**src/rtl/keypad_scanner.sv**
```systemverilog
`default_nettype none
// ============================================================================
// Module      : keypad_scanner
// Description : Matrix keypad scanner. Drives one active-low row at a time,
//               samples synchronised active-low columns, classifies each full
//               frame as none / one key / multiple keys, debounces the frame
//               results and emits press/release/repeat events.
// Revision    : 1.0 - initial release
// ============================================================================
module keypad_scanner #(
    parameter int ROWS        = 4,
    parameter int COLS        = 4,
    parameter int CODE_W      = 4,
    parameter int SCAN_DIV    = 50000,
    parameter int DEBOUNCE    = 3,
    parameter int REPEAT_EN   = 0,
    parameter int REPEAT_DLY  = 20,
    parameter int REPEAT_RATE = 5
) (
    input  logic              clk,
    input  logic              reset,
    input  logic [COLS-1:0]   column,
    output logic [ROWS-1:0]   row,
    output logic [CODE_W-1:0] key_code,
    output logic              key_valid,
    output logic              key_release,
    output logic              key_down,
    output logic              multi_key
);

    localparam int c_DWELL_W = $clog2(SCAN_DIV);
    localparam int c_ROW_W   = $clog2(ROWS);
    localparam int c_COL_W   = $clog2(COLS);
    localparam int c_MATCH_W = $clog2(DEBOUNCE + 1);
    localparam int c_RPT_MAX = (REPEAT_DLY > REPEAT_RATE) ? REPEAT_DLY : REPEAT_RATE;
    localparam int c_RPT_W   = $clog2(c_RPT_MAX + 1);

    // Frame classification; the encoding equals the saturated key count.
    localparam logic [1:0] c_KIND_NONE  = 2'd0;
    localparam logic [1:0] c_KIND_ONE   = 2'd1;
    localparam logic [1:0] c_KIND_MULTI = 2'd2;

    typedef enum logic [1:0] {
        ST_IDLE    = 2'd0,
        ST_HELD    = 2'd1,
        ST_BLOCKED = 2'd2
    } state_t;

    // Synchroniser and scan timing
    logic [COLS-1:0]      r_col_meta;
    logic [COLS-1:0]      r_col_sync;
    logic [c_DWELL_W-1:0] r_dwell;
    logic [c_ROW_W-1:0]   r_row_idx;
    logic [ROWS-1:0]      r_row;

    // Frame accumulator and the registered frame result
    logic [1:0]           r_acc_cnt;
    logic [CODE_W-1:0]    r_acc_idx;
    logic                 r_frame_end;
    logic [1:0]           r_frame_kind;
    logic [CODE_W-1:0]    r_frame_idx;

    // Debounce state
    logic [1:0]           r_prev_kind;
    logic [CODE_W-1:0]    r_prev_idx;
    logic [1:0]           r_stable_kind;
    logic [CODE_W-1:0]    r_stable_idx;
    logic [c_MATCH_W-1:0] r_match;

    // Event FSM and outputs
    state_t               r_state;
    logic [CODE_W-1:0]    r_key_code;
    logic                 r_key_valid;
    logic                 r_key_release;
    logic                 r_key_down;
    logic                 r_multi_key;
    logic [c_RPT_W-1:0]   r_rpt_cnt;

    logic                 w_sample;
    logic                 w_last_row;
    logic [c_ROW_W-1:0]   w_row_idx_nxt;
    logic [1:0]           w_row_cnt;
    logic [c_COL_W-1:0]   w_first_col;
    logic                 w_row_hit;
    logic [CODE_W-1:0]    w_first_idx;
    logic [2:0]           w_acc_sum;
    logic [1:0]           w_acc_cnt_nxt;
    logic [CODE_W-1:0]    w_acc_idx_nxt;
    logic [CODE_W-1:0]    w_frame_idx;

    logic                 w_same_prev;
    logic                 w_diff_stable;
    logic [c_MATCH_W-1:0] w_match_nxt;
    logic                 w_commit;

    state_t               w_state_nxt;
    logic [CODE_W-1:0]    w_code_nxt;
    logic                 w_down_nxt;
    logic                 w_multi_nxt;
    logic                 w_valid_nxt;
    logic                 w_release_nxt;
    logic [c_RPT_W-1:0]   w_rpt_nxt;

    assign w_sample      = (r_dwell == c_DWELL_W'(SCAN_DIV - 1));
    assign w_last_row    = (r_row_idx == c_ROW_W'(ROWS - 1));
    assign w_row_idx_nxt = w_last_row ? '0 : r_row_idx + c_ROW_W'(1);
    assign w_first_idx   = CODE_W'(32'(r_row_idx) * 32'(COLS) + 32'(w_first_col));

    // Two-flop synchroniser on the raw column lines (idle level is high).
    always_ff @(posedge clk) begin
        if (reset) begin
            r_col_meta <= '1;
            r_col_sync <= '1;
        end else begin
            r_col_meta <= column;
            r_col_sync <= r_col_meta;
        end
    end

    // Count low columns in the current row (saturating at 2) and find the first.
    always_comb begin
        w_row_cnt   = 2'd0;
        w_first_col = '0;
        w_row_hit   = 1'b0;
        for (int c = 0; c < COLS; c++) begin
            if (!r_col_sync[c]) begin
                if (!w_row_hit) begin
                    w_first_col = c_COL_W'(c);
                    w_row_hit   = 1'b1;
                end
                if (w_row_cnt != 2'd2) begin
                    w_row_cnt = w_row_cnt + 2'd1;
                end
            end
        end
    end

    // Merge this row's sample into the running frame accumulator.
    always_comb begin
        w_acc_sum     = {1'b0, r_acc_cnt} + {1'b0, w_row_cnt};
        w_acc_cnt_nxt = (w_acc_sum >= 3'd2) ? 2'd2 : w_acc_sum[1:0];
        w_acc_idx_nxt = (r_acc_cnt == 2'd0 && w_row_hit) ? w_first_idx : r_acc_idx;
        w_frame_idx   = (w_acc_cnt_nxt == c_KIND_ONE) ? w_acc_idx_nxt : '0;
    end

    // Row dwell timing, row drive and per-frame accumulation.
    always_ff @(posedge clk) begin
        if (reset) begin
            r_dwell      <= '0;
            r_row_idx    <= '0;
            r_row        <= ~ROWS'(1);
            r_acc_cnt    <= 2'd0;
            r_acc_idx    <= '0;
            r_frame_end  <= 1'b0;
            r_frame_kind <= c_KIND_NONE;
            r_frame_idx  <= '0;
        end else begin
            r_frame_end <= w_sample && w_last_row;
            if (w_sample) begin
                r_dwell   <= '0;
                r_row_idx <= w_row_idx_nxt;
                r_row     <= ~(ROWS'(1) << w_row_idx_nxt);
                if (w_last_row) begin
                    r_frame_kind <= w_acc_cnt_nxt;
                    r_frame_idx  <= w_frame_idx;
                    r_acc_cnt    <= 2'd0;
                    r_acc_idx    <= '0;
                end else begin
                    r_acc_cnt <= w_acc_cnt_nxt;
                    r_acc_idx <= w_acc_idx_nxt;
                end
            end else begin
                r_dwell <= r_dwell + c_DWELL_W'(1);
            end
        end
    end

    // Debounce: count identical consecutive frame results, commit on a change.
    always_comb begin
        w_same_prev   = (r_frame_kind == r_prev_kind) && (r_frame_idx == r_prev_idx);
        w_diff_stable = (r_frame_kind != r_stable_kind) || (r_frame_idx != r_stable_idx);
        if (!w_same_prev) begin
            w_match_nxt = c_MATCH_W'(1);
        end else if (r_match == c_MATCH_W'(DEBOUNCE)) begin
            w_match_nxt = r_match;
        end else begin
            w_match_nxt = r_match + c_MATCH_W'(1);
        end
        w_commit = r_frame_end && (w_match_nxt == c_MATCH_W'(DEBOUNCE)) && w_diff_stable;
    end

    // Debounce registers update once per frame, one cycle after the last row sample.
    always_ff @(posedge clk) begin
        if (reset) begin
            r_prev_kind   <= c_KIND_NONE;
            r_prev_idx    <= '0;
            r_stable_kind <= c_KIND_NONE;
            r_stable_idx  <= '0;
            r_match       <= c_MATCH_W'(DEBOUNCE);
        end else if (r_frame_end) begin
            r_match <= w_match_nxt;
            if (!w_same_prev) begin
                r_prev_kind <= r_frame_kind;
                r_prev_idx  <= r_frame_idx;
            end
            if (w_commit) begin
                r_stable_kind <= r_frame_kind;
                r_stable_idx  <= r_frame_idx;
            end
        end
    end

    // Event FSM: reacts to commits, otherwise runs the auto-repeat countdown.
    always_comb begin
        w_state_nxt   = r_state;
        w_code_nxt    = r_key_code;
        w_down_nxt    = r_key_down;
        w_multi_nxt   = r_multi_key;
        w_valid_nxt   = 1'b0;
        w_release_nxt = 1'b0;
        w_rpt_nxt     = r_rpt_cnt;
        if (w_commit) begin
            case (r_state)
                ST_IDLE: begin
                    if (r_frame_kind == c_KIND_ONE) begin
                        w_state_nxt = ST_HELD;
                        w_code_nxt  = r_frame_idx;
                        w_down_nxt  = 1'b1;
                        w_valid_nxt = 1'b1;
                        w_rpt_nxt   = c_RPT_W'(REPEAT_DLY);
                    end else if (r_frame_kind == c_KIND_MULTI) begin
                        w_state_nxt = ST_BLOCKED;
                        w_multi_nxt = 1'b1;
                    end
                end
                ST_HELD: begin
                    if (r_frame_kind == c_KIND_NONE) begin
                        w_state_nxt   = ST_IDLE;
                        w_down_nxt    = 1'b0;
                        w_release_nxt = 1'b1;
                    end else if (r_frame_kind == c_KIND_ONE) begin
                        w_code_nxt  = r_frame_idx;
                        w_valid_nxt = 1'b1;
                        w_rpt_nxt   = c_RPT_W'(REPEAT_DLY);
                    end else begin
                        w_state_nxt   = ST_BLOCKED;
                        w_down_nxt    = 1'b0;
                        w_release_nxt = 1'b1;
                        w_multi_nxt   = 1'b1;
                    end
                end
                ST_BLOCKED: begin
                    // A single key here is ignored until everything is released.
                    if (r_frame_kind == c_KIND_NONE) begin
                        w_state_nxt = ST_IDLE;
                        w_multi_nxt = 1'b0;
                    end
                end
                default: begin
                    w_state_nxt = ST_IDLE;
                end
            endcase
        end else if (REPEAT_EN != 0 && r_frame_end && r_state == ST_HELD) begin
            if (r_rpt_cnt <= c_RPT_W'(1)) begin
                w_valid_nxt = 1'b1;
                w_rpt_nxt   = c_RPT_W'(REPEAT_RATE);
            end else begin
                w_rpt_nxt = r_rpt_cnt - c_RPT_W'(1);
            end
        end
    end

    // FSM state and output registers.
    always_ff @(posedge clk) begin
        if (reset) begin
            r_state       <= ST_IDLE;
            r_key_code    <= '0;
            r_key_valid   <= 1'b0;
            r_key_release <= 1'b0;
            r_key_down    <= 1'b0;
            r_multi_key   <= 1'b0;
            r_rpt_cnt     <= '0;
        end else begin
            r_state       <= w_state_nxt;
            r_key_code    <= w_code_nxt;
            r_key_valid   <= w_valid_nxt;
            r_key_release <= w_release_nxt;
            r_key_down    <= w_down_nxt;
            r_multi_key   <= w_multi_nxt;
            r_rpt_cnt     <= w_rpt_nxt;
        end
    end

    assign row         = r_row;
    assign key_code    = r_key_code;
    assign key_valid   = r_key_valid;
    assign key_release = r_key_release;
    assign key_down    = r_key_down;
    assign multi_key   = r_multi_key;

endmodule
`default_nettype wire

```
**config.mk**
```make
export PLATFORM = sky130hd
export DESIGN_NAME = keypad_scanner
export DESIGN_NICKNAME = d
export VERILOG_FILES = /design/src/rtl/keypad_scanner.sv
export SDC_FILE = /design/constraint.sdc
export NUM_CORES = 1
export LEC_CHECK = 0
export CELL_PAD_IN_SITES_DETAIL_PLACEMENT = 1
export CELL_PAD_IN_SITES_GLOBAL_PLACEMENT = 1
export CORE_MARGIN = 3
export CORE_UTILIZATION = 41
export DETAILED_ROUTE_END_ITERATION = 10
export PLACE_DENSITY = 0.76
export SYNTH_ARGS = -nofsm -noshare
export SYNTH_HDL_FRONTEND = slang
export SYNTH_SLANG_ARGS = --single-unit
```
**constraint.sdc**
```tcl
create_clock -name clk -period 2.9 [get_ports clk]
set_clock_uncertainty 0.2 [all_clocks]
set_input_delay 0.58 -clock clk [delete_from_list [all_inputs] [get_ports clk]]
set_output_delay 0.58 -clock clk [all_outputs]
set_load 0.01 [all_outputs]
```
* After elaboration in Yosys (flattened, before gate mapping)
Cells that the tools add are included.
Storage, ports and cells: bits in registers 67, bits of input ports 6, output and inout bits 12, logic and storage cells 129
Cells by class: add/sub/neg operators 8, magnitude comparators 1, eq/ne operators 24, shift-type cells 1, muxes and demuxes 49, bitwise gates (word level) 4, reduce and logical (&&, ||, !) cells 21
Operators by type and width (number):
- $mux W2 | 20
- $mux W4 | 5
- $mux W1 | 19
- $ne A2 B2 Y1 const B | 9
- $add A16 B1 Y16 const B | 1
- $eq A16 B16 Y1 const B | 1
- $add A2 B1 Y2 const B | 5
- $eq A2 B2 Y1 const B | 5
- $pmux W4 S2 | 1
- $reduce_and A4 Y1 | 2
- $reduce_and A7 Y1 | 1
- $eq A2 B1 Y1 const B | 3
- $logic_not A2 Y1 | 3
- $ne A3 B3 Y1 const B | 2
- $pmux W2 S3 | 1
- $reduce_and A2 Y1 | 3
- $logic_and A1 B1 Y1 | 5
- $add A4 B2 Y4 | 1
- $eq A4 B4 Y1 | 1
- $ne A4 B4 Y1 | 1
- $not A4 Y4 | 1
- $pmux W1 S2 | 2
- $reduce_or A2 Y1 | 2
- $shl A1 B2 Y4 const A | 1
- 11 further kinds | 13

* Longest topological paths before layout
Gate-level depths: netlist of run 1.
word-level depth 15, depth in mapped cells 14, depth with buffers taken out 13

* Worst setup path before layout of run 1
Ideal clock, no wire load.
path type register to register, start point reg r_col_sync[0], end point reg r_acc_cnt[0], library setup time 0.065 ns, arrival time 2.463 ns, required time 2.635 ns, path slack 0.172 ns, stages on the path, launching flop included 15, buffers on the path 1, period minus slack after synthesis 2.728 ns, cell sequence dfxtp_1 > inv_1 > ha_1 > mux2i_1 > ha_1 > nor2_1 > a21oi_1 > ha_1 > inv_1 > fa_1 > and3_1 > clkbuf_1 > nor3b_1 > a21oi_1 > nor2_1
Between the ends: word-level cells in the longest chain between the ends 14, elaborated cells between the ends (all ways) 17, those cells by class add/sub: 4; order compare: 1; eq/ne: 3; mux: 9
RTL lines:
- start, declared | RTL line 51 | logic [COLS-1:0] r_col_sync;
- start signal, assigned | RTL line 116 | r_col_sync <= r_col_meta;
- $mux W1 (*) | RTL line 126 | if (!r_col_sync[c]) begin
- $add A2 B1 Y2 or $ne A2 B2 Y1 (tied branches) | RTL line 132, 131
- $mux W2 | RTL line 131 | if (w_row_cnt != 2'd2) begin
- $mux W2 (*) | RTL line 126
- $add A2 B1 Y2 or $ne A2 B2 Y1 (tied branches) | RTL line 132, 131
- $mux W2 | RTL line 131
- $mux W2 (*) | RTL line 126
- $add A2 B1 Y2 or $ne A2 B2 Y1 (tied branches) | RTL line 132, 131
- $mux W2 | RTL line 131
- $mux W2 (*) | RTL line 126
- $add A2 B2 Y3 (*) | RTL line 140 | w_acc_sum = {1'b0, r_acc_cnt} + {1'b0, w_row_cnt};
- $ge A3 B2 Y1 | RTL line 141 | w_acc_cnt_nxt = (w_acc_sum >= 3'd2) ? 2'd2 : w_acc_sum[1:0];
- $mux W2 (*) | RTL line 141
- $mux W2 (*) | RTL line 163 | if (w_last_row) begin
- end signal, assigned | RTL line 169 | r_acc_cnt <= w_acc_cnt_nxt;
- end, declared | RTL line 57 | logic [1:0] r_acc_cnt;
Every way passes the cells marked *; elsewhere a longest branch is shown, timed or not. A chain may end at the register's enable or synchronous reset.

* Final worst setup path of run 1
Ends and elaborated chain as after synthesis.

==> results of run 1 <==
Yosys cell counts, types with 3 or more instances:
cell | count | area share
a21oi_1 | 12 | 0.020
nand4_1 | 4 | 0.0083
nor3_1 | 5 | 0.0083
a22oi_1 | 4 | 0.010
o21ai_0 | 6 | 0.010
xnor2_1 | 12 | 0.035
or2_2 | 9 | 0.019
nand3_1 | 8 | 0.013
nor2_1 | 53 | 0.066
mux2i_1 | 18 | 0.060
xor2_1 | 14 | 0.041
inv_1 | 11 | 0.014
ha_1 | 12 | 0.050
o211ai_1 | 3 | 0.0075
nand2_1 | 31 | 0.039
dfxtp_1 | 67 | 0.44
clkbuf_1 | 12 | 0.015
and3_1 | 9 | 0.019
power groups by stage:
stage,logic (uW),clock network (uW),registers [uW]
after global routing,89.1,809,940
final,78.2,740,939
after global placement,68.1,0,959
after detailed placement,69.7,0,959
after floorplan,45.1,0,958
after CTS,71.4,762,938
state kept, by name (all words and copies together), names as in the netlist, 4 cells and up:
name,cells
r_dwell,16
key_code,4
r_acc_idx,4
r_col_meta,4
r_col_sync,4
r_frame_idx,4
r_prev_idx,4
r_stable_idx,4
row,4
cell type report:
cell class | instances | area [um2]
fillers | 797 | 3440
multi-input cells | 233 | 1590
flip-flops and latches | 67 | 1340
repair buffers | 24 | 223
clock buffers | 9 | 124
well taps | 96 | 120
clock inverters | 6 | 57.6
inverters | 11 | 41.3
per-stage QoR:
| step | area, um2 | hold WS, ns | total power [uW] |
|---|---|---|---|
| 5_1_grt | 3500 | 0.232 | 1840 |
| 3_5_place_dp | 3260 | 0.197 | 1030 |
| 3_3_place_gp | 3260 | 0.193 | 1030 |
| 6_report | 3500 | 0.216 | 1760 |
| 4_1_cts | 3440 | 0.218 | 1770 |
| 2_1_floorplan | 3020 | 0.189 | 1000 |
what timing repair did:
action                                  CTS  global route
resized for setup                         1            16
buffers inserted                          0             1
pin swaps                                 0             4
endpoints found under the setup margin    2             7
cloned                                    0             0
cells by family after synthesis:
logic type      Yosys count  share of synthesized area
mux                      20                     0.0672
simple gates            135                      0.217
buf+inv                  29                     0.0435
fa+ha+maj                13                     0.0564
compound gates           39                     0.0962
flops                    67                      0.445
xor+xnor                 26                     0.0755
worst max-delay path, stage by stage, from the launching register on:
cell and delay [ns]:
dfxtp_2 0.37, ha_1 0.22, nor2_1 0.08, a21oi_2 0.14, ha_2 0.18, nor2_1 0.05
a21oi_2 0.12, ha_2 0.18, inv_1 0.05, fa_1 0.52, and3_4 0.23, nor3b_2 0.15
a21oi_1 0.12, nor2_1 0.05
per-layer routing:
| metal | up-vias | GRT usage | routed length, um |
|---|---|---|---|
| met1 | 1101 | 0.189 | 2940 |
| li1 | 1144 | - | - |
| met5 | - | 0 | 0 |
| met4 | 0 | 0.0705 | 85 |
| met3 | 7 | 0.0304 | 152 |
| met2 | 31 | 0.262 | 3000 |
worst paths after layout:
check	to	slack [ns]	depth (start not counted)
min reg2reg	r_col_sync[3]$_SDFF_PP1_	0.22	1
min	r_col_sync[3]$_SDFF_PP1_	0.22	1
max reg2reg	r_acc_cnt[0]$_SDFFE_PP0N_	0.12	13
max	r_acc_cnt[0]$_SDFFE_PP0N_	0.12	13
placed cells by master (no fill, tap or decap), types with 2 or more instances in the layout:
cell / count
nor2_1: 53
nor4b_1: 2
clkdlybuf4s50_1: 17
o21ai_1: 2
a22oi_1: 4
and3_1: 8
a21oi_1: 10
mux2_2: 2
inv_1: 9
o211ai_1: 3
nor4_1: 2
ha_2: 3
nor4bb_1: 2
nor3_1: 5
a311oi_1: 2
dfxtp_2: 2
or2_2: 9
clkinv_2: 4
dfxtp_1: 65
xnor2_1: 12
a21oi_2: 2
xor2_1: 14
and2_1: 2
clkbuf_8: 9
nand2b_1: 2
ha_1: 8
mux2i_1: 17
inv_2: 2
buf_4: 7
o21ai_0: 4
nand4_1: 4
nand2_1: 31
nand3_1: 8
==> impl_results.md, run 1 <==
* Run status: finished, final reports clean
* Seq cells post-synth at 67
* Sequential Power Share at 0.534
* P&R area growth vs syn at 16.1%
* CTS sink count at 67
* Power Internal at between 1000 and 1500 uW
* Cell Count, Final, Fillers Out at between 400 and 500
* Post-synth EDFFs at 0
* Initial drt markers at 60
* Worst Min Path Start: r_col_meta[3]$_SDFF_PP1_
* WL/cell at 13.9 um
* Asr flop ratio synth at 0
* Switch share at 0.229
* Via/cell ratio at 5.12
* GRT Overall Usage at 0.155
* Setup crit start: r_col_sync[0]$_SDFF_PP1_
* Top FF cell, synth: dfxtp_1
* RePlAce Congestion at between 0.7 and 0.8
* Diode count at 0
* Final min period at 2.78 ns
* LEAKAGE at ~0.0013 uW
* CTS root buffer: clkbuf_8
* Cts hold-fix bufs at 0
* Worst r2r src: r_col_sync[0]$_SDFF_PP1_
* WL final at between 6000 and 7000 um
* Die X at a little over 90 um
* First-pass GRT wire length at between 10,000 and 15,000 um
* Via count of the first global-routing pass at ~2.3k
* Crit path launch type: register
* Final ANT Viol Nets at 0
* Die area at around 0.0084 mm2
* Initial Util at 0.434
* HP Class: register to register
* PwrDens at 502 mW/mm2
* Setup violations, final at 0
* Worst Path Max Fanout at 6
* Cells after Synth at about 330
* Fin Setup TNS at 0 ns
* Cells after DPL at 430
* Clock buffer count from CTS at 9
* Largest net degree at the start of global routing at between 40 and 50
* Maximum vdd drop at approximately 250 uV
* Worst skew pair latency at between 0.3 and 0.4 ns
* Sequential-to-total area share from yosys stat at 0.445
* Grt ovf at 0
* Worst path arrival time at between 2 and 3 ns
* Initial antenna violation count at 0
* Core area at roughly 0.0069 mm2
* Vias at around 2.3k
* DRT Pass-1 Iters at 4
* Max-slew violations at 0
* CP endpoint kind: register
* Final hold vios at 0
* Maxcap violations at 0
* Detailed Place HPWL at 4160 um
* Clock power share at 0.421
* Crit Path Category: register to register
* Core Util, Final at 0.505
* Reg clk slew, reported paths at approximately 0.07 ns
* Io pins at 18
* Worst slew pin tran at ~0.58 ns
* Peak Freq at roughly 360 MHz
* Layout cell share with drive strength beyond 1 at 0.143
* Syn_area_per_cell at ~9.2 um2
* Synth warn at 0
* Final worst-path cycle share at 0.960
* Psw at slightly above 400 uW
* Worst setup slack after layout at 0.116 ns
* Worst Path Required at approximately 2.9 ns
* Relative slew margins at 0.612
* CTS tree: done
* Die H at approximately 90 um
* Htree depth at 3
* Post-Syn Nets at about 350
* Clock Tree Buf Depth at 2
* Pre-CTS WS at 0.0142 ns
* Drc violations at 0
* Comb power frac at 0.044
* Synth cell types at between 40 and 50
* Syn Std Cell Area at 0.00302 mm2
* # rows at 30
* PortBufs at 17
* # nets final at between 300 and 400
Power figures use the tool's default switching activity.
==> run 2: changes to the inputs <==
--- a/config.mk
+++ b/config.mk
@@ -8,9 +8,10 @@
 export CELL_PAD_IN_SITES_DETAIL_PLACEMENT = 1
 export CELL_PAD_IN_SITES_GLOBAL_PLACEMENT = 1
 export CORE_MARGIN = 3
-export CORE_UTILIZATION = 41
+export CORE_UTILIZATION = 43
+export CTS_BUF_LIST = sky130_fd_sc_hd__clkbuf_4
 export DETAILED_ROUTE_END_ITERATION = 10
-export PLACE_DENSITY = 0.76
+export PLACE_DENSITY = 0.79
 export SYNTH_ARGS = -nofsm -noshare
 export SYNTH_HDL_FRONTEND = slang
 export SYNTH_SLANG_ARGS = --single-unit
==> run 2 against run 1 <==
Compared with the run above: design area decreased by 2.5%; critical path depth did not move; total power is 16% lower; fmax is 0.27% lower; cell count is 0.90% lower; die area down 4.3%; sequential cell count stayed put; critical endpoint unchanged.
==> impl_results.md, run 2 (synthesized netlist as in run 1, its figures left out) <==
* Initial Util at 0.459 (+0.0249)
* Power Internal at 1130 uW (-16%)
* Diode count at 0 (unchanged)
* Final min period at 2.79 ns (+0.00765 ns)
* Setup violations, final at 0 (unchanged)
* First-pass GRT wire length at 10,400 um (-1.6%)
* Hold depth at 1 (unchanged)
* Maxcap violations at 0 (unchanged)
* # nets final at 367 (+0.55%)
* Htree depth at 3 (unchanged)
* DRT Pass-1 Iters at 4 (unchanged)
* Via/cell ratio at 5.20 (+1.6%)
* Largest net degree at the start of global routing at 41 (unchanged)
* Psw at 349 uW (-13%)
* CTS root buffer: clkbuf_4
* Final ANT Viol Nets at 0 (unchanged)
* Die H at 89.8 um (-2.2%)
* Max-slew violations at 0 (unchanged)
* Reg clk slew, reported paths at 0.10 ns (+0.03 ns)
* P&R area growth vs syn at 13.2%
* Via count of the first global-routing pass at 2,287 (-0.65%)
* WL final at 6110 um (-1.1%)
* Layout cell share with drive strength beyond 1 at 0.143 (+0.000409)
* Core area at 0.00657 mm2 (-5.4%)
* Initial antenna violation count at 0 (unchanged)
* RePlAce Congestion at 0.719 (-4.9%)
* Cts hold-fix bufs at 0 (unchanged)
* Relative slew margins at 0.579 (-0.0334)
* CTS tree: done
* Overall power at 1480 uW (-16%)
* Maximum vdd drop at 261 uV (+2.4%)
* Die X at 89.8 um (-2.2%)
* Largest register FFs at 16 (unchanged)
* Worst skew pair latency at 0.40 ns (+0.07 ns)
* Crit Path Category: register to register
* Sequential Power Share at 0.633 (+0.099)
* Clock power share at 0.312 (-0.109)
* CP endpoint kind: register
* Worst slew pin tran at 0.628 ns (+0.0498 ns)
* Final worst-path cycle share at 0.963 (+0.00264)
* Pre-CTS WS at -0.0112 ns (-0.0253 ns)
* WL/cell at 13.8 um (-0.24%)
* Clock Tree Buf Depth at 2 (unchanged)
* Switch share at 0.236 (+0.00644)
* GRT Overall Usage at 0.156 (+0.00134)
* HP Class: register to register
* Io pins at 18 (unchanged)
* Highest-count cells in the layout ignoring fill and taps: dfxtp_1 (65), nor2_1 (52), nand2_1 (31)
* Worst Path Max Fanout at 5 (-1)
* Hold slack final at 0.216 ns (+0.000406 ns)
* Peak Freq at 358 MHz (-0.27%)
* Reg2reg path depth at 13 (unchanged)
* Grt ovf at 0 (unchanged)
* Top reg by flops: r_dwell
* Comb power frac at 0.055 (+0.011)
* Worst Path Required at 2.98 ns (+0.07 ns)
* Commonest non-fill, non-tap cell in the layout: dfxtp_1
* Run status: finished, final reports clean
* Vias at 2,299 (+0.70%)
* CTS sink count at 67 (unchanged)
* Initial drt markers at 51 (-15%)
* Worst setup slack after layout at 0.109 ns (-0.00765 ns)
* # rows at 29 (-3.3%)
* Clock buffer count from CTS at 9 (unchanged)
* Detailed Place HPWL at 4230 um (+1.7%)
* PortBufs at 17 (unchanged)
* Core Util, Final at 0.520 (+0.0156)
* PwrDens at 434 mW/mm2 (-13%)
* Drc violations at 0 (unchanged)
* Crit path launch type: register
* LEAKAGE at 0.00131 uW (-2.5%)
* Worst path arrival time at 2.87 ns (+0.07 ns)
* Final hold vios at 0 (unchanged)
* Fillers at 761 (-4.5%)
* Die area at 0.00806 mm2 (-4.3%)
## run 2: timing repair
action                     4_1_cts  5_1_grt
gates cloned                     0        0
pin swaps                        0        6
buffers inserted                 0        3
setup endpoints to repair        3        7
gates resized for setup          2       18
## run 2: final cells by class
class	count	area [um2]	share of cell area
tap	93	116	0.0341
clock inverter	2	7.51	0.00220
sequential	67	1350	0.394
timing repair buffer	26	238	0.0696
inverter	11	41.3	0.0121
multi-input combinational	233	1590	0.466
clock buffer	10	75.1	0.0220
## run 2: power by group through the flow
| stage | clock, uW | combinational, uW | sequential (uW) |
|---|---|---|---|
| 5_1_grt | 520 | 91.5 | 939 |
| 2_1_floorplan | 0 | 45.1 | 958 |
| 3_3_place_gp | 0 | 67.7 | 958 |
| 4_1_cts | 485 | 70.8 | 938 |
| 6_report | 463 | 81.5 | 937 |
| 3_5_place_dp | 0 | 69.3 | 959 |
## run 2: path summary, 6_finish.rpt
path / start / endpoint / slack, ns
min reg2reg: r_col_meta[2]$_SDFF_PP1_ / r_col_sync[2]$_SDFF_PP1_ / 0.22
max reg2reg: r_col_sync[1]$_SDFF_PP1_ / r_acc_cnt[0]$_SDFFE_PP0N_ / 0.11
max: r_col_sync[1]$_SDFF_PP1_ / r_acc_cnt[0]$_SDFFE_PP0N_ / 0.11
min: r_col_meta[2]$_SDFF_PP1_ / r_col_sync[2]$_SDFF_PP1_ / 0.22
## run 2: metal layers
metal,share of wire,track usage,vias up
met5,0,0,-
met4,0.017,0.0639,0
met3,0.029,0.0426,11
met2,0.48,0.256,27
met1,0.48,0.194,1116
li1,-,-,1145
## run 2: stage by stage
step | area [um2] | TNS (ns) | std cells
floorplan | 3020 | 0 | 329
global placement | 3260 | 0 | 427
detailed placement | 3260 | -0.0112 | 427
CTS | 3340 | 0 | 439
global route | 3420 | -0.0364 | 442
finish | 3420 | 0 | 442
## run 2: critical path, stage by stage, from the launching register on
cell	delay (ns)
dfxtp_2	0.36
inv_2	0.06
ha_4	0.23
mux2i_2	0.18
ha_2	0.21
nor2_2	0.04
a21oi_2	0.12
ha_2	0.19
inv_2	0.04
fa_1	0.51
and3_4	0.22
nor3b_2	0.15
a21oi_1	0.12
nor2_1	0.05
==> run 3: changes to the inputs <==
--- a/config.mk
+++ b/config.mk
@@ -7,6 +7,7 @@
 export LEC_CHECK = 0
 export CELL_PAD_IN_SITES_DETAIL_PLACEMENT = 1
 export CELL_PAD_IN_SITES_GLOBAL_PLACEMENT = 1
+export CORE_ASPECT_RATIO = 2
 export CORE_MARGIN = 3
 export CORE_UTILIZATION = 43
 export CTS_BUF_LIST = sky130_fd_sc_hd__clkbuf_4
==> constraint.sdc (replaced) <==
create_clock -name clk -period 2.9 [get_ports clk]
set_clock_uncertainty 0.2 [all_clocks]
set_input_delay 0.58 -clock clk [delete_from_list [all_inputs] [get_ports clk]]
set_output_delay 0.58 -clock clk [all_outputs]
set_load 0.02 [all_outputs]
==> run 3 against run 2 <==
Compared with the run above: total power grew 2.7%; sequential power is essentially flat; sequential cell count is the same; design area grew 1.6%; core utilization shrank 0.39 points; first-iteration DRC count grew 63%; worst hold slack gained 0.00057 ns; count of clock-buffer cells in the layout grew 1; combinational power grew 9.4%.
==> impl_results.md, run 3 (synthesized netlist as in run 1, its figures left out) <==
* Run status: finished, final reports clean
* Final worst-path cycle share at 0.957 (-0.00565)
* Slowest cell on the critical path: fa_1
* Detailed Place HPWL at 5040 um (+19%)
* Die X at 65.2 um (-27%)
* First-pass GRT wire length at 11,300 um (+9.3%)
* Switch share at 0.240 (+0.00372)
* Worst Path Max Fanout at 6 (+1)
* Grt ovf at 0 (unchanged)
* WL/cell at 15.2 um (+9.7%)
* Relative slew margins at 0.657 (+0.0784)
* CTS sink count at 67 (unchanged)
* Highest-count cells in the layout ignoring fill and taps: dfxtp_1 (65), nor2_1 (52), nand2_1 (31)
* Top reg by flops: r_dwell
* Drc violations at 0 (unchanged)
* P&R area growth vs syn at 15.1%
* Register area at 0.00135 mm2 (+0.19%)
* Core area at 0.00673 mm2 (+2.4%)
* Via/cell ratio at 5.30 (+1.9%)
* Largest register FFs at 16 (unchanged)
* Initial Util at 0.448 (-0.0109)
* Clock power share at 0.325 (+0.013)
* Sequential Power Share at 0.617 (-0.016)
* Worst Min Path Start: r_col_meta[2]$_SDFF_PP1_
* LEAKAGE at 0.00133 uW (+1.8%)
* Comb power frac at 0.059 (+0.004)
* Cell Count, Final, Fillers Out at 443 (+0.23%)
* Peak Freq at 360 MHz (+0.59%)
* Layout cell share with drive strength beyond 1 at 0.141 (-0.00202)
* GRT Overall Usage at 0.179 (+0.0234)
* Vias at 2,347 (+2.1%)
* # rows at 42 (+45%)
* Maxcap violations at 0 (unchanged)
* Commonest non-fill, non-tap cell in the layout: dfxtp_1
* Io pins at 18 (unchanged)
* Fillers at 831 (+9.2%)
* Maximum vdd drop at 220 uV (-16%)
* Setup violations, final at 0 (unchanged)
* Die area at 0.00812 mm2 (+0.75%)
* Worst Path Required at 3.01 ns (+0.03 ns)
* Fin Setup TNS at 0 ns (unchanged)
* Crit path launch type: register
* Power Internal at 1160 uW (+2.2%)
* Worst skew pair latency at 0.41 ns (about the same)
* Reg clk slew, reported paths at 0.10 ns (about the same)
* Multi-input logic area at 0.00161 mm2 (+0.94%)
* CTS tree: done
* Cells after DPL at 425 (-0.47%)
* Setup crit start: r_col_sync[0]$_SDFF_PP1_
* Via count of the first global-routing pass at 2,486 (+8.7%)
* DRT Pass-1 Iters at 4 (unchanged)
* PortBufs at 17 (unchanged)
* PwrDens at 438 mW/mm2 (+1.0%)
* Final ANT Viol Nets at 0 (unchanged)
* Worst-path cell chain: inv_1 -> ha_4 -> mux2i_4 -> ha_2 -> nor2_2 -> a21oi_2 -> ha_2 -> inv_1 -> fa_1 -> and3_4 -> nor3b_2 -> a21oi_1 -> nor2_1
* # nets final at 368 (+0.27%)
* Max-slew violations at 0 (unchanged)
* Crit Path Category: register to register
* HP Class: register to register
* CTS root buffer: clkbuf_4
* RePlAce Congestion at 0.771 (+7.3%)
* Initial drt markers at 83 (+63%)
* Initial antenna violation count at 1 (+1)
* Final hold vios at 0 (unchanged)
* Worst path arrival time at 2.88 ns (about the same)
* Largest net degree at the start of global routing at 35 (-15%)
* Htree depth at 3 (unchanged)
* CP endpoint kind: register
* Clock Tree Buf Depth at 2 (unchanged)
* Worst r2r src: r_col_sync[0]$_SDFF_PP1_
* WL final at 6710 um (+9.9%)
* Worst slew pin tran at 0.501 ns (-0.126 ns)
* Psw at 364 uW (+4.3%)
* Crit-path max cell delay at 0.52 ns (about the same)
* Die H at 124 um (+39%)
* Clock buffer count from CTS at 9 (unchanged)
* Final min period at 2.77 ns (-0.0164 ns)
## run 3: cell count changes in the layout (fill, tap and decap cells not counted), sizes merged
cell and change:
clkbuf +1, diode +1, clkinv +3, buf +1
## run 3: critical path: cells and delay by family (launching register included)
family | cells | cell delay (ns)
AOI/OAI and AO/OA | 2 | 0.22
adders and majority gates | 4 | 1.11
buffers and inverters | 2 | 0.15
DFF | 1 | 0.37
muxes | 1 | 0.15
and+or+nand+nor | 4 | 0.48
## run 3: final timing paths
kind	end	slack (ns)	cells after the start
min reg2reg	r_col_sync[2]$_SDFF_PP1_	0.22	1
min	r_col_sync[2]$_SDFF_PP1_	0.22	1
max	r_acc_cnt[0]$_SDFFE_PP0N_	0.13	13
max reg2reg	r_acc_cnt[0]$_SDFFE_PP0N_	0.13	13
## run 3: per-layer routing
metal / part of all wire / global-route usage / up-vias
li1: - / - / 1153
met1: 0.35 / 0.173 / 1142
met2: 0.59 / 0.327 / 31
met3: 0.017 / 0.0307 / 21
met4: 0.049 / 0.125 / 0
met5: 0 / 0 / -
## run 3: area by class of cell
| type | instances | area share |
|---|---|---|
| multi-input combinational | 233 | 0.463 |
| tap | 88 | 0.0317 |
| antenna | 1 | 0.000721 |
| clock inverter | 5 | 0.00577 |
| timing repair buffer | 27 | 0.0742 |
| inverter | 11 | 0.0126 |
| clock buffer | 11 | 0.0238 |
| sequential | 67 | 0.388 |
## run 3: timing repair
| action | in CTS | in global routing |
|---|---|---|
| pin swaps | 0 | 4 |
| gates resized for setup | 1 | 20 |
| hold buffers | 0 | 0 |
| gates cloned | 0 | 0 |
| endpoints found under the setup margin | 3 | 7 |
| setup buffers | 0 | 1 |
## run 3: through the flow
stage	utilization	cell area [um2]	total power (uW)	hold slack, ns	setup slack, ns
global route	0.516	3470	1590	0.236	-0.0235
CTS	0.504	3390	1530	0.221	0.00708
floorplan	-	3020	1010	0.189	0.172
global placement	0.489	3290	1030	0.191	0.139
finish	0.516	3470	1520	0.217	0.125
detailed placement	0.489	3290	1040	0.199	-0.0252
## run 3: power groups by stage
stage / Clock (uW) / Sequential (uW) / Combinational (uW)
6_report: 494 / 938 / 89.2
5_1_grt: 554 / 941 / 98.6
4_1_cts: 517 / 938 / 77.8
3_5_place_dp: 0 / 959 / 77.4
3_3_place_gp: 0 / 959 / 73.8
2_1_floorplan: 0 / 960 / 45.1
==> RTL change 1: new RTL, config.mk and constraints of run 3 <==
Encoding of `state_t`: now one-hot (3 bits for 3 states).
--- a/src/rtl/keypad_scanner.sv
+++ b/src/rtl/keypad_scanner.sv
@@ -42,6 +42,6 @@
 
-    typedef enum logic [1:0] {
-        ST_IDLE    = 2'd0,
-        ST_HELD    = 2'd1,
-        ST_BLOCKED = 2'd2
+    typedef enum logic [2:0] {
+        ST_IDLE    = 3'b001,
+        ST_HELD    = 3'b010,
+        ST_BLOCKED = 3'b100
     } state_t;
Behaviour: same outputs for any inputs over 10 cycles, from zero or initial values and one cycle with reset high; not proved beyond that.
==> RTL change 1 against run 3 <==
Highest routed layer unchanged; critical path type unchanged; sequential cell count grew 1; sequential power grew 1%; design area is 1.1% higher; worst setup slack got worse by 0.055 ns; synthesized area rose by 0.62%; wire length is 1.3% higher; power up 0.21%; die area up 0.58%; largest cell class unchanged.
==> RTL change 1: results (changes against run 3) <==
{| class="wikitable"
! Metric !! Value
|-
| Total Routing Usage GR || 18.8% (was 17.9%)
|-
| Vias after detailed routing || 2,461 (was 2,347)
|-
| First-pass GRT wire length || 11.8 mm (was 11.3 mm)
|-
| Total wirelength of the detailed-routed design || 6.80 mm (was 6.71 mm)
|-
| Transition at the pin with the smallest max-transition slack || 0.632 ns (was 0.501 ns)
|-
| Filler cells || 835 (was 831)
|-
| Diode insertion count for antenna repair || 0 (was 1)
|-
| Commonest cells post-synth || 68 x dfxtp_1, 56 x nor2_1, 27 x nand2_1, 19 x mux2i_1, 16 x xor2_1 (was 67 x dfxtp_1, 53 x nor2_1, 31 x nand2_1, 18 x mux2i_1, 14 x xor2_1)
|-
| Fraction of final layout cells sized beyond drive strength 1 || 14.6% (was 14.1%)
|-
| Initial antenna violation count || 0 (was 1)
|-
| Via-per-instance ratio || 5.44 (was 5.30)
|-
| Setup Slack @ Placement || -0.0990 ns (was -0.0252 ns)
|-
| Vias in the first global route || 2,593 (was 2,486)
|-
| Synth Warn # || 0 (unchanged)
|-
| Number of flip-flops in the largest register || 16 (unchanged)
|-
| VDD IR max || 0.315 mV (was 0.220 mV)
|-
| Number of nets at the end of the flow || 379 (was 368)
|-
| Area contributors post-synth || dfxtp_1 45%, nor2_1 6.9%, mux2i_1 6.3% (was dfxtp_1 44%, nor2_1 6.6%, mux2i_1 6.0%)
|-
| Biggest fanout along the worst timing path || 5 (was 6)
|-
| Largest net degree at the start of global routing || 28 (was 35)
|-
| Number of cells produced by synthesis || 337 (was 329)
|-
| Ys async rst share || 0% (unchanged)
|-
| Endpoint arrival time on the critical path || 2.99 ns (was 2.88 ns)
|-
| Sequential-to-total area share from yosys stat || 44.8% (was 44.5%)
|-
| Reported leakage power || 1.40 nW (was 1.33 nW)
|-
| Number of CTS-inserted buffers || 9 (unchanged)
|-
| Number of instances in the placed design || 435 (was 425)
|-
| Iter 0 DRT Violations || 100 (was 83)
|-
| Routability congestion estimate from global placement || 0.761 (was 0.771)
|-
| Mapped Nets || 356 (was 348)
|-
| Outcome || complete, no violations (unchanged)
|-
| Count of different cell masters after synthesis || 46 (was 48)
|-
| Detailed Place HPWL || 5.07 mm (was 5.04 mm)
|}
[RTL change 1: kinds of logic after synthesis]
family / share of synthesized area (%)
buffers and inverters: 3.83
and+or+nand+nor: 21.4
DFF: 44.8
xor gates and xnor gates: 8.08
adders and majority gates: 5.61
muxes: 7.01
AOI/OAI and AO/OA: 9.27
[RTL change 1: report_power, final]
part           internal, W  switching (W)
clock network     0.000183       0.000317
logic            0.0000366      0.0000391
registers         0.000941     0.00000841
total              0.00116       0.000364
[RTL change 1: repair_timing]
item / CTS / global route
resized for setup: 3 / 21
setup buffers: 0 / 2
setup endpoints to repair: 3 / 5
pin swaps: 0 / 6
[RTL change 1: stage by stage]
| stage | setup TNS (ns) | instance area (µm²) |
|---|---|---|
| 2_1_floorplan | 0 | 3040 |
| 3_3_place_gp | 0 | 3320 |
| 3_5_place_dp | -0.135 | 3320 |
| 4_1_cts | 0 | 3430 |
| 5_1_grt | -0.0661 | 3510 |
| 6_report | 0 | 3510 |
[RTL change 1: area by class of cell]
class                           instances  area, µm²  area share [%]
Clock buffer                           11       82.6            2.35
Clock inverter                          4       17.5           0.499
Inverter                               10       40.0            1.14
Multi-Input combinational cell        241       1620            46.3
Sequential cell                        68       1370            39.0
Tap cell                               88        110            3.14
Timing Repair Buffer                   30        268            7.63
[RTL change 1: path summary, 6_finish.rpt]
path / from / cells after the start / slack [ns] / end
hold / removal: r_col_meta[2] / 1 / 0.22 / r_col_sync[2]
setup reg to reg: r_col_sync[1] / 13 / 0.07 / r_acc_cnt[0]
hold reg to reg: r_col_meta[2] / 1 / 0.22 / r_col_sync[2]
setup / recovery: r_col_sync[1] / 13 / 0.07 / r_acc_cnt[0]
[RTL change 1: critical path, stage by stage (launching register included)]
cell and delay (ns):
dfxtp_4 0.39, inv_4 0.04, ha_4 0.23, mux2i_4 0.15, ha_2 0.19, nor2_1 0.04, a21oi_1 0.14, ha_2 0.19
inv_2 0.04, fa_1 0.58, and3_4 0.24, nor3b_4 0.20, a21oi_2 0.05, nor2_1 0.10
[RTL change 1: metal layers]
layer | global-route usage (%) | wire [µm] | vias to the layer above
met2 | 36.1 | 4100 | 36
met3 | 3.79 | 163 | 20
met5 | 0 | 0 | -
met4 | 11.4 | 268 | 0
li1 | - | - | 1194
met1 | 16.9 | 2270 | 1211
==> RTL change 2: new RTL, config.mk and constraints of run 3 <==
Without the edit above. Set the parameter `DEBOUNCE` to 6 (it was 3).
--- a/src/rtl/keypad_scanner.sv
+++ b/src/rtl/keypad_scanner.sv
@@ -14,3 +14,3 @@
     parameter int SCAN_DIV    = 50000,
-    parameter int DEBOUNCE    = 3,
+    parameter int DEBOUNCE    = 6,
     parameter int REPEAT_EN   = 0,
Formal check against the unedited RTL: no difference found for any inputs over 10 cycles, from zero or initial values and one cycle with reset high; that may be too few to reach the edited logic, so the function may still have changed.
==> RTL change 2 against run 3 <==
Final cell count increased by 5.6%; design area increased by 5.2%; power increased by 18%; global-route usage increased by 0.92 points; worst setup slack improved by 0.069 ns; wire length increased by 8.8%; synthesized area increased by 5.3%; sequential cell count increased by 1; largest power group unchanged.
==> RTL change 2: results (changes against run 3) <==
{| class="wikitable"
! Metric !! Value
|-
| Syn Area/Cell || 8.87 µm² (was 9.17 µm²)
|-
| Iter 0 DRT Violations || 117 (was 83)
|-
| Placed instance area || 0.00342 mm² (was 0.00329 mm²)
|-
| Max-slew headroom at the worst pin || 49.8% (was 65.7%)
|-
| Diode insertion count for antenna repair || 0 (was 1)
|-
| Total wirelength of the detailed-routed design || 7.31 mm (was 6.71 mm)
|-
| Outcome || complete, no violations (unchanged)
|-
| Mapped Nets || 379 (was 348)
|-
| Setup Slack @ Placement || 0.0729 ns (was -0.0252 ns)
|-
| Hold-critical path endpoint || r_col_sync[3] (was r_col_sync[2])
|-
| Number of nets at the end of the flow || 394 (was 368)
|-
| Flop2flop setup slack || 0.19 ns (was 0.13 ns)
|-
| Met1 track utilization from global routing || 18.2% (was 17.3%)
|-
| Met3 usage || 3.34% (was 3.07%)
|-
| Commonest cells post-synth || 68 x dfxtp_1, 50 x nor2_1, 25 x a21oi_1, 22 x xnor2_1, 20 x nand2_1 (was 67 x dfxtp_1, 53 x nor2_1, 31 x nand2_1, 18 x mux2i_1, 14 x xor2_1)
|-
| Largest net degree at the start of global routing || 38 (was 35)
|-
| Detailed Place HPWL || 5.32 mm (was 5.04 mm)
|-
| First-pass GRT wire length || 12.2 mm (was 11.3 mm)
|-
| VDD IR max || 0.435 mV (was 0.220 mV)
|-
| Initial antenna violation count || 0 (was 1)
|-
| Average wire length per cell after detail routing || 15.6 µm (was 15.2 µm)
|-
| Clock period minus final worst setup slack || 2.71 ns (was 2.77 ns)
|-
| Clock insertion delay at the later pin of the skew report || 0.44 ns (was 0.41 ns)
|-
| Routability congestion estimate from global placement || 0.792 (was 0.771)
|-
| Fraction of final layout cells sized beyond drive strength 1 || 14.0% (was 14.1%)
|-
| Endpoint of the worst register-to-register path || r_frame_kind[0] (was r_acc_cnt[0])
|-
| Hold Crit Start || r_col_meta[3] (was r_col_meta[2])
|-
| Drt first pass iters || 5 (was 4)
|-
| Area contributors post-synth || dfxtp_1 43%, xnor2_1 6.1%, nor2_1 5.9% (was dfxtp_1 44%, nor2_1 6.6%, mux2i_1 6.0%)
|-
| Number of instances in the placed design || 452 (was 425)
|-
| Worst hold margin || 0.218 ns (was 0.217 ns)
|-
| Via-per-instance ratio || 5.48 (was 5.30)
|-
| Met2 demand-to-capacity share in global routing || 35.4% (was 32.7%)
|}
==> RTL change 2: changes by cell type after synthesis, moves of 7 or more <==
cell	run 3	this run
nand2_1	31	20
a21oi_1	12	25
nand3_1	8	16
xnor2_1	12	22
xor2_1	14	5
mux2i_1	18	10
and3_1	9	2
==> RTL change 2: metal layers <==
metal / routed length (µm) / vias up / part of all wire [%]
li1: - / 1271 / -
met1: 2660 / 1250 / 36
met2: 4280 / 29 / 59
met3: 154 / 14 / 2.1
met4: 220 / 0 / 3.0
met5: 0 / - / 0
==> RTL change 2: cell families after synthesis <==
family                   after synthesis  share of synthesized area (%)
AND/OR/NAND/NOR                      138                           21.9
buffers and inverters                 39                           5.52
flip-flops                            68                           42.9
adder cells (fa/ha/maj)               15                           6.15
multiplexers                          13                           4.22
AO/OA/AOI/OAI                         58                           11.9
XOR/XNOR                              27                           7.45
==> RTL change 2: power groups by stage <==
stage                     Clock [W]  Sequential, W  Combinational, W
after CTS                  0.000803       0.000948         0.0000642
after floorplan                   0       0.000967         0.0000451
after global routing       0.000845       0.000950         0.0000802
final                      0.000783       0.000948         0.0000713
after detailed placement          0       0.000969         0.0000637
after global placement            0       0.000968         0.0000593
==> RTL change 2: worst max-delay path, cell delays in order (launching register included) <==
cell	delay [ns]
dfxtp_2	0.37
ha_1	0.22
inv_1	0.07
mux2i_2	0.19
ha_2	0.21
nor2_1	0.04
a21oi_1	0.14
ha_2	0.19
inv_1	0.05
fa_1	0.54
nand3_1	0.15
nor3_2	0.15
a21oi_1	0.06
nor2_1	0.08
==> RTL change 2: layout make-up <==
cell class	instances	area (µm²)	area share (%)
multi-input cells	251	1690	46.2
flip-flops and latches	68	1360	37.4
repair buffers	28	248	6.79
clock inverters	7	115	3.15
well taps	90	113	3.08
clock buffers	9	67.6	1.85
inverters	15	56.3	1.54
